[src/rtl/noc_pkg.sv]
// Port indices, up-port policy encodings and the route decode shared by
// the fat-tree switch nodes.
package noc_pkg;
  localparam int L     = 0;
  localparam int R     = 1;
  localparam int U0    = 2;
  localparam int U1    = 3;
  localparam int NPORT = 4;

  typedef enum int {
    UP_DET   = 0,
    UP_ADAPT = 1
  } up_mode_e;

  // Up-bound flits are flagged on the U0 bit; the node chooses the real up port.
  function automatic logic [NPORT-1:0] route_decode(input int addr, input int posl,
                                                    input int posx);
    logic [NPORT-1:0] dst;
    dst = '0;
    if ((addr >> (posl + 1)) == posx) begin
      if (addr[posl]) dst[R] = 1'b1;
      else            dst[L] = 1'b1;
    end else begin
      dst[U0] = 1'b1;
    end
    return dst;
  endfunction

  function automatic logic down_bit(input int addr, input int posl);
    return addr[posl];
  endfunction
endpackage

[src/rtl/route_fifo.sv]
// Synchronous FIFO with full/empty flags; head word is readable while not empty.
module route_fifo #(
  parameter int DEPTH = 4,
  parameter int W     = 8
) (
  input  logic         clk,
  input  logic         rst_n,
  input  logic         push_i,
  input  logic         pop_i,
  input  logic [W-1:0] wdata_i,
  output logic [W-1:0] rdata_o,
  output logic         full_o,
  output logic         empty_o
);
  localparam int PW = $clog2(DEPTH);
  localparam logic [PW:0] FULL_CNT = (PW + 1)'(DEPTH);

  logic [W-1:0]  mem_q [DEPTH];
  logic [PW-1:0] wr_q;
  logic [PW-1:0] rd_q;
  logic [PW:0]   cnt_q;

  always_ff @(posedge clk or negedge rst_n) begin
    if (!rst_n) begin
      wr_q  <= '0;
      rd_q  <= '0;
      cnt_q <= '0;
    end else begin
      if (push_i) wr_q <= wr_q + 1'b1;
      if (pop_i)  rd_q <= rd_q + 1'b1;
      case ({push_i, pop_i})
        2'b10:   cnt_q <= cnt_q + 1'b1;
        2'b01:   cnt_q <= cnt_q - 1'b1;
        default: cnt_q <= cnt_q;
      endcase
    end
  end

  always_ff @(posedge clk) begin
    if (push_i) mem_q[wr_q] <= wdata_i;
  end

  assign rdata_o = mem_q[rd_q];
  assign full_o  = (cnt_q == FULL_CNT);
  assign empty_o = (cnt_q == '0);
endmodule

[src/rtl/pi_route_buf.sv]
// Buffered fat-tree switch node: per-input FIFOs, per-output round-robin
// arbiters and registered output slots with valid/backpressure.
module pi_route_buf
  import noc_pkg::*;
#(
  parameter int N       = 8,
  parameter int A_W     = $clog2(N),
  parameter int D_W     = 32,
  parameter int posl    = 0,
  parameter int posx    = 0,
  parameter int FIFO_D  = 4,
  parameter int UP_MODE = 0
) (
  input  logic                 clk,
  input  logic                 rst_n,
  input  logic                 ce,
  input  logic [NPORT-1:0]     i_v,
  output logic [NPORT-1:0]     i_bp,
  input  logic [NPORT*A_W-1:0] i_addr,
  input  logic [NPORT*D_W-1:0] i_data,
  output logic [NPORT-1:0]     o_v,
  input  logic [NPORT-1:0]     o_bp,
  output logic [NPORT*A_W-1:0] o_addr,
  output logic [NPORT*D_W-1:0] o_data
);
  localparam int W = A_W + D_W;

  logic [NPORT-1:0] full, empty, push, pop, can_load, gnt;
  logic [A_W-1:0]   haddr [NPORT];
  logic [D_W-1:0]   hdata [NPORT];
  logic [NPORT-1:0] req   [NPORT];
  logic [1:0]       win   [NPORT];
  logic [1:0]       ptr_q [NPORT];
  logic [NPORT-1:0] o_v_q;
  logic [A_W-1:0]   o_addr_q [NPORT];
  logic [D_W-1:0]   o_data_q [NPORT];
  logic [NPORT-1:0] dst;
  logic [1:0]       idx;
  int               pref, alt;

  for (genvar gp = 0; gp < NPORT; gp++) begin : g_in
    logic [W-1:0] head;
    assign push[gp] = ce & i_v[gp] & ~full[gp];
    route_fifo #(.DEPTH(FIFO_D), .W(W)) u_fifo (
      .clk    (clk),
      .rst_n  (rst_n),
      .push_i (push[gp]),
      .pop_i  (pop[gp]),
      .wdata_i({i_addr[gp*A_W +: A_W], i_data[gp*D_W +: D_W]}),
      .rdata_o(head),
      .full_o (full[gp]),
      .empty_o(empty[gp])
    );
    assign haddr[gp] = head[W-1 -: A_W];
    assign hdata[gp] = head[D_W-1:0];
  end

  assign i_bp     = ce ? full : '1;
  assign can_load = ~o_v_q | ~o_bp;

  // Each input raises exactly one request, so one grant per input per cycle follows.
  always_comb begin
    dst  = '0;
    pref = U0;
    alt  = U1;
    for (int o = 0; o < NPORT; o++) req[o] = '0;
    for (int p = 0; p < NPORT; p++) begin
      dst = '0;
      if (p >= U0) begin
        dst[down_bit(32'(haddr[p]), posl) ? R : L] = 1'b1;
      end else begin
        dst = route_decode(32'(haddr[p]), posl, posx);
        // A self-addressed down flit cannot U-turn; hand it upward instead.
        if (dst[p]) begin
          dst     = '0;
          dst[U0] = 1'b1;
        end
        if (dst[U0]) begin
          pref = (p == L) ? U0 : U1;
          alt  = (p == L) ? U1 : U0;
          dst  = '0;
          if (UP_MODE == int'(UP_ADAPT) && !can_load[pref] && can_load[alt]) dst[alt] = 1'b1;
          else dst[pref] = 1'b1;
        end
      end
      for (int o = 0; o < NPORT; o++) req[o][p] = dst[o] & ~empty[p];
    end
  end

  always_comb begin
    idx = '0;
    gnt = '0;
    pop = '0;
    for (int o = 0; o < NPORT; o++) begin
      win[o] = ptr_q[o];
      for (int k = 0; k < NPORT; k++) begin
        idx = ptr_q[o] + 2'(k);
        if (!gnt[o] && req[o][idx]) begin
          gnt[o] = 1'b1;
          win[o] = idx;
        end
      end
      gnt[o] = gnt[o] & ce & can_load[o];
      if (gnt[o]) pop[win[o]] = 1'b1;
    end
  end

  always_ff @(posedge clk or negedge rst_n) begin
    if (!rst_n) begin
      o_v_q <= '0;
      for (int o = 0; o < NPORT; o++) begin
        ptr_q[o]    <= '0;
        o_addr_q[o] <= '0;
        o_data_q[o] <= '0;
      end
    end else if (ce) begin
      for (int o = 0; o < NPORT; o++) begin
        if (gnt[o]) begin
          o_v_q[o]    <= 1'b1;
          o_addr_q[o] <= haddr[win[o]];
          o_data_q[o] <= hdata[win[o]];
          ptr_q[o]    <= win[o] + 2'd1;
        end else if (!o_bp[o]) begin
          o_v_q[o] <= 1'b0;
        end
      end
    end
  end

  assign o_v = o_v_q;
  for (genvar go = 0; go < NPORT; go++) begin : g_out
    assign o_addr[go*A_W +: A_W] = o_addr_q[go];
    assign o_data[go*D_W +: D_W] = o_data_q[go];
  end
endmodule

[config.mk]
export PLATFORM = sky130hd
export DESIGN_NAME = pi_route_buf
export DESIGN_NICKNAME = d
export VERILOG_FILES = /design/src/rtl/noc_pkg.sv /design/src/rtl/route_fifo.sv /design/src/rtl/pi_route_buf.sv
export SDC_FILE = /design/constraint.sdc
export NUM_CORES = 1
export LEC_CHECK = 0
export CAP_MARGIN = 10
export CORE_MARGIN = 3
export CORE_UTILIZATION = 35
export CTS_CLUSTER_DIAMETER = 40
export DETAILED_ROUTE_END_ITERATION = 10
export GPL_TIMING_DRIVEN = 0
export HOLD_SLACK_MARGIN = 0.02
export SETUP_SLACK_MARGIN = 0.5
export SYNTH_ARGS = -nofsm -noshare
export SYNTH_HDL_FRONTEND = slang
export SYNTH_SLANG_ARGS = --single-unit
[constraint.sdc]
create_clock -name clk -period 5.19 [get_ports clk]
set_input_delay 0.519 -clock clk [delete_from_list [all_inputs] [get_ports clk]]
set_output_delay 0.519 -clock clk [all_outputs]
set_load 0.01 [all_outputs]
==> flow_summary.yaml <==
run_status:
  status: "complete, no violations"
critical_path:
  critical_path_buf_inv_count: 6
  ff2ff_path_depth: 18
  critPathLaunchType: "register"
  slowest_stage: "mux4_2"
  regToRegSetupSlack_ns: 0.68
  cpPeakStageDelay_ns: 0.63
  worstPathCellList: "buf_4 -> mux4_2 -> or4b_4 -> o211ai_2 -> nand3_4 -> buf_6 -> buf_4 -> inv_1 -> ha_1 -> a222oi_1 -> buf_4 -> nand2_1 -> ha_1 -> inv_1 -> fa_1 -> xor2_1 -> nor2_1 -> xor2_1"
  critPathKind: "register to register"
  crit_path_start: "g_in[0].u_fifo.rd_q[0]"
  crit_path_end_kind: "register"
  cp_max_fo: 11
  cp_top_family: "simple AND/OR/NAND/NOR gates"
  crit_arrival_ns: 5.08
  reg2reg_to: "g_in[2].u_fifo.cnt_q[2]"
  r2r_start: "g_in[0].u_fifo.rd_q[0]"
  cp_data_required_time_ns: 5.76
  crit_top_cell: "buf_4"
sta:
  hold_ws_ns: 0.465
  clock_skew_ns: 0.0324
  grt_setup_unrepaired: "true"
  setup_viol: 0
  finalCriticalPeriod_ns: 4.51
  relSlewSlack: 0.246
  worstMarginPinSlew_ns: 1.12
  period_share: 0.868
  slew_viol_final: 0
  fmax_ghz: 0.222
  finalHoldViolCount: 0
routing:
  wl_per_cell_um: 26.7
  dr.pass1.iters: 5
  ant_nets: 0
  totalWireLength_mm: 95.4
  drt_iter0_drc: 1900
  vias: 19400
  vias_per_cell: 5.43
  route.detailed.drc: 0
power_and_ir_drop:
  p_seq_frac: 0.328
  p_clk_frac: 0.275
  p_leak_nw: 14.1
  peakVddDrop_v: 0.000328
  p_int_mw: 16.0
  p_comb_frac: 0.397
  powerDensity_nw_per_um2: 652
  switching_share: 0.371
  total_power_mw: 25.4
  p_switching_mw: 9.45
clock_tree:
  root_buffer: "clkbuf_16"
  path_clk_slew_ns: 0.06
  htreeDepth: 3
  clock_latency_ns: 0.67
  cts_tree: "yes"
  cts_buffers: 107
  cts_buffer_depth: 3
  clkSinkCount: 740
placement:
  dpl.hpwl_mm: 70.6
  dp.cells: 3347
  place_congestion: 0.908
  io_buffers: 298
  placed_cell_area_um2: 35400
floorplanning:
  pin_count: 299
  coreArea_um2: 85800
  die-area_um2: 90900
  rows: 107
  die_w_um: 302
  initial_core_util: 0.356
  die_h_um: 302
hold_path:
  hold_class: "register to register"
  whs_endpoint: "ptr_q[2]"
  hold_start: "ptr_q[2]"
  hold_depth: 1
yosys:
  synthMuxAreaShare: 0.117
  synthXorXnorAreaFrac: 0.00659
  synth_fa_ha_area_frac: 0.0157
  async_flop_share: 0.243
  synth_edf_count: 560
  synth_cell_types: 64
  syn_avg_cell_area_um2: 16.2
  synth_area_um2: 30600
  yosys_warnings: 0
  synth_fp_nets: 2075
  postSynthCellCount: 1888
  ys_seq_area_frac: 0.697
  synth_top_family_by_area: "multiplexers"
  yosys.area_share.simple: 0.0717
  ys_seq_elements: 740
  synth-compound-area-share: 0.0650
  synth_ff_type: "edfxtp_1"
final_layout:
  final_cell_mix: "edfxtp_1 (560), clkdlybuf4s50_1 (297), dfrtp_1 (180)"
  fillCellCount: 7452
  fin_area_um2: 39000
  drive_gt1_frac: 0.176
  finalNonFillerCells: 3570
  area_growth_pct: 27.7
  mostFrequentLayoutCell: "edfxtp_1"
  finalCoreUtilization: 0.455
  nets: 2511
global_route:
  grt_pass1_wl_mm: 136
  globalRoute.totalOverflow: 0
  grt_use_total: 0.207
  grt_pass1_vias: 19700
  grt_max_degree: 107
  antenna_found_initial: 11
run:
  drv_cap: 0
==> cell type report <==
| cell class | instances | area (um2) | area share |
|---|---|---|---|
| diodes | 10 | 25.0 | 0.000641 |
| clock inverters | 73 | 722 | 0.0185 |
| multi-input cells | 956 | 8480 | 0.217 |
| well taps | 1144 | 1430 | 0.0367 |
| flip-flops and latches | 740 | 21300 | 0.546 |
| repair buffers | 327 | 3450 | 0.0884 |
| inverters | 55 | 206 | 0.00529 |
| plain buffers | 137 | 614 | 0.0157 |
| clock buffers | 128 | 2790 | 0.0714 |
==> per-layer routing <==
metal | part of all wire | wire, um | up-vias | GRT usage
met5 | 0.00021 | 20 | - | 0
met4 | 0.051 | 4860 | 2 | 0.105
met3 | 0.10 | 9970 | 186 | 0.0695
met2 | 0.45 | 43200 | 895 | 0.312
met1 | 0.39 | 37300 | 9951 | 0.268
li1 | - | - | 8337 | -
==> worst max path at each step <==
| stage | endpoint | slack, ns | cells past startpoint |
|---|---|---|---|
| after floorplan | g_in[3].u_fifo.cnt_q[1] | 1.08 | 14 |
| after global placement | o_data[88] | -4.23 | 1 |
| after detailed placement | g_in[2].u_fifo.cnt_q[2] | -0.13 | 16 |
| after CTS | g_in[2].u_fifo.cnt_q[2] | 0.53 | 18 |
| after global routing | g_in[2].u_fifo.cnt_q[2] | 0.48 | 18 |
| final | g_in[2].u_fifo.cnt_q[2] | 0.68 | 18 |
==> flip-flops by register name (all words and copies together) (netlist names) <==
| signal | flops |
|---|---|
| g_in.u_fifo.mem_q | 560 |
| o_data | 128 |
| g_in.u_fifo.cnt_q | 12 |
| o_addr | 12 |
| g_in.u_fifo.rd_q | 8 |
| g_in.u_fifo.wr_q | 8 |
| ptr_q | 8 |
| o_v | 4 |
==> Yosys cell counts, types with 3 or more instances <==
| cell | number | area, um2 |
|---|---|---|
| edfxtp_1 | 560 | 16800 |
| nor2b_1 | 5 | 31.3 |
| mux4_2 | 131 | 2950 |
| buf_1 | 12 | 45.0 |
| a21oi_1 | 57 | 285 |
| mux2_2 | 19 | 214 |
| nand2b_1 | 5 | 31.3 |
| xnor2_1 | 9 | 78.8 |
| nand2_1 | 155 | 582 |
| nand4_1 | 54 | 338 |
| and2_1 | 20 | 125 |
| nor3_1 | 7 | 35.0 |
| buf_4 | 8 | 60.1 |
| or3_1 | 3 | 18.8 |
| nand3_1 | 19 | 95.1 |
| and3_1 | 38 | 238 |
| buf_6 | 5 | 56.3 |
| clkbuf_1 | 93 | 349 |
| o211ai_1 | 27 | 203 |
| buf_2 | 19 | 95.1 |
| a221o_1 | 10 | 100 |
| a31oi_1 | 22 | 138 |
| a211oi_1 | 65 | 488 |
| dfrtp_1 | 180 | 4500 |
| o21ai_0 | 59 | 295 |
| inv_1 | 55 | 206 |
| ha_1 | 32 | 400 |
| a21o_1 | 23 | 173 |
| fa_1 | 4 | 80.1 |
| nor2_1 | 44 | 165 |
| a211o_1 | 4 | 35.0 |
| mux2i_1 | 38 | 380 |
| and4_1 | 45 | 394 |
| xor2_1 | 14 | 123 |
| a31o_2 | 10 | 87.6 |
==> stage by stage <==
| step | setup slack, ns | setup TNS (ns) |
|---|---|---|
| after global placement | -4.23 | -755.93 |
| after global routing | 0.485 | 0 |
| after detailed placement | -0.134 | -0.437 |
| final | 0.685 | 0 |
| after floorplan | 1.08 | 0 |
| after CTS | 0.527 | 0 |
==> power by group through the flow <==
stage | Clock (mW) | Sequential, mW | Combinational [mW]
5_1_grt | 7.40 | 8.43 | 10.8
6_report | 6.99 | 8.35 | 10.1
4_1_cts | 7.10 | 8.34 | 9.95
3_5_place_dp | 0 | 8.44 | 9.86
3_3_place_gp | 0 | 8.42 | 9.61
2_1_floorplan | 0 | 8.35 | 5.50
==> what timing repair did <==
item                       4_1_cts  5_1_grt
gates cloned                     0        0
setup endpoints to repair       10        8
hold endpoints to repair       105        0
hold buffers                     1        0
buffers inserted                 4        7
gates resized for setup          3        5
pin swaps                        2        1
==> cells by family after synthesis <==
family | after synthesis
DFF | 740
and+or+nand+nor | 410
AOI/OAI and AO/OA | 297
buffers and inverters | 192
muxes | 190
adders and majority gates | 36
xor gates and xnor gates | 23
(Power assumes the default switching activity.)
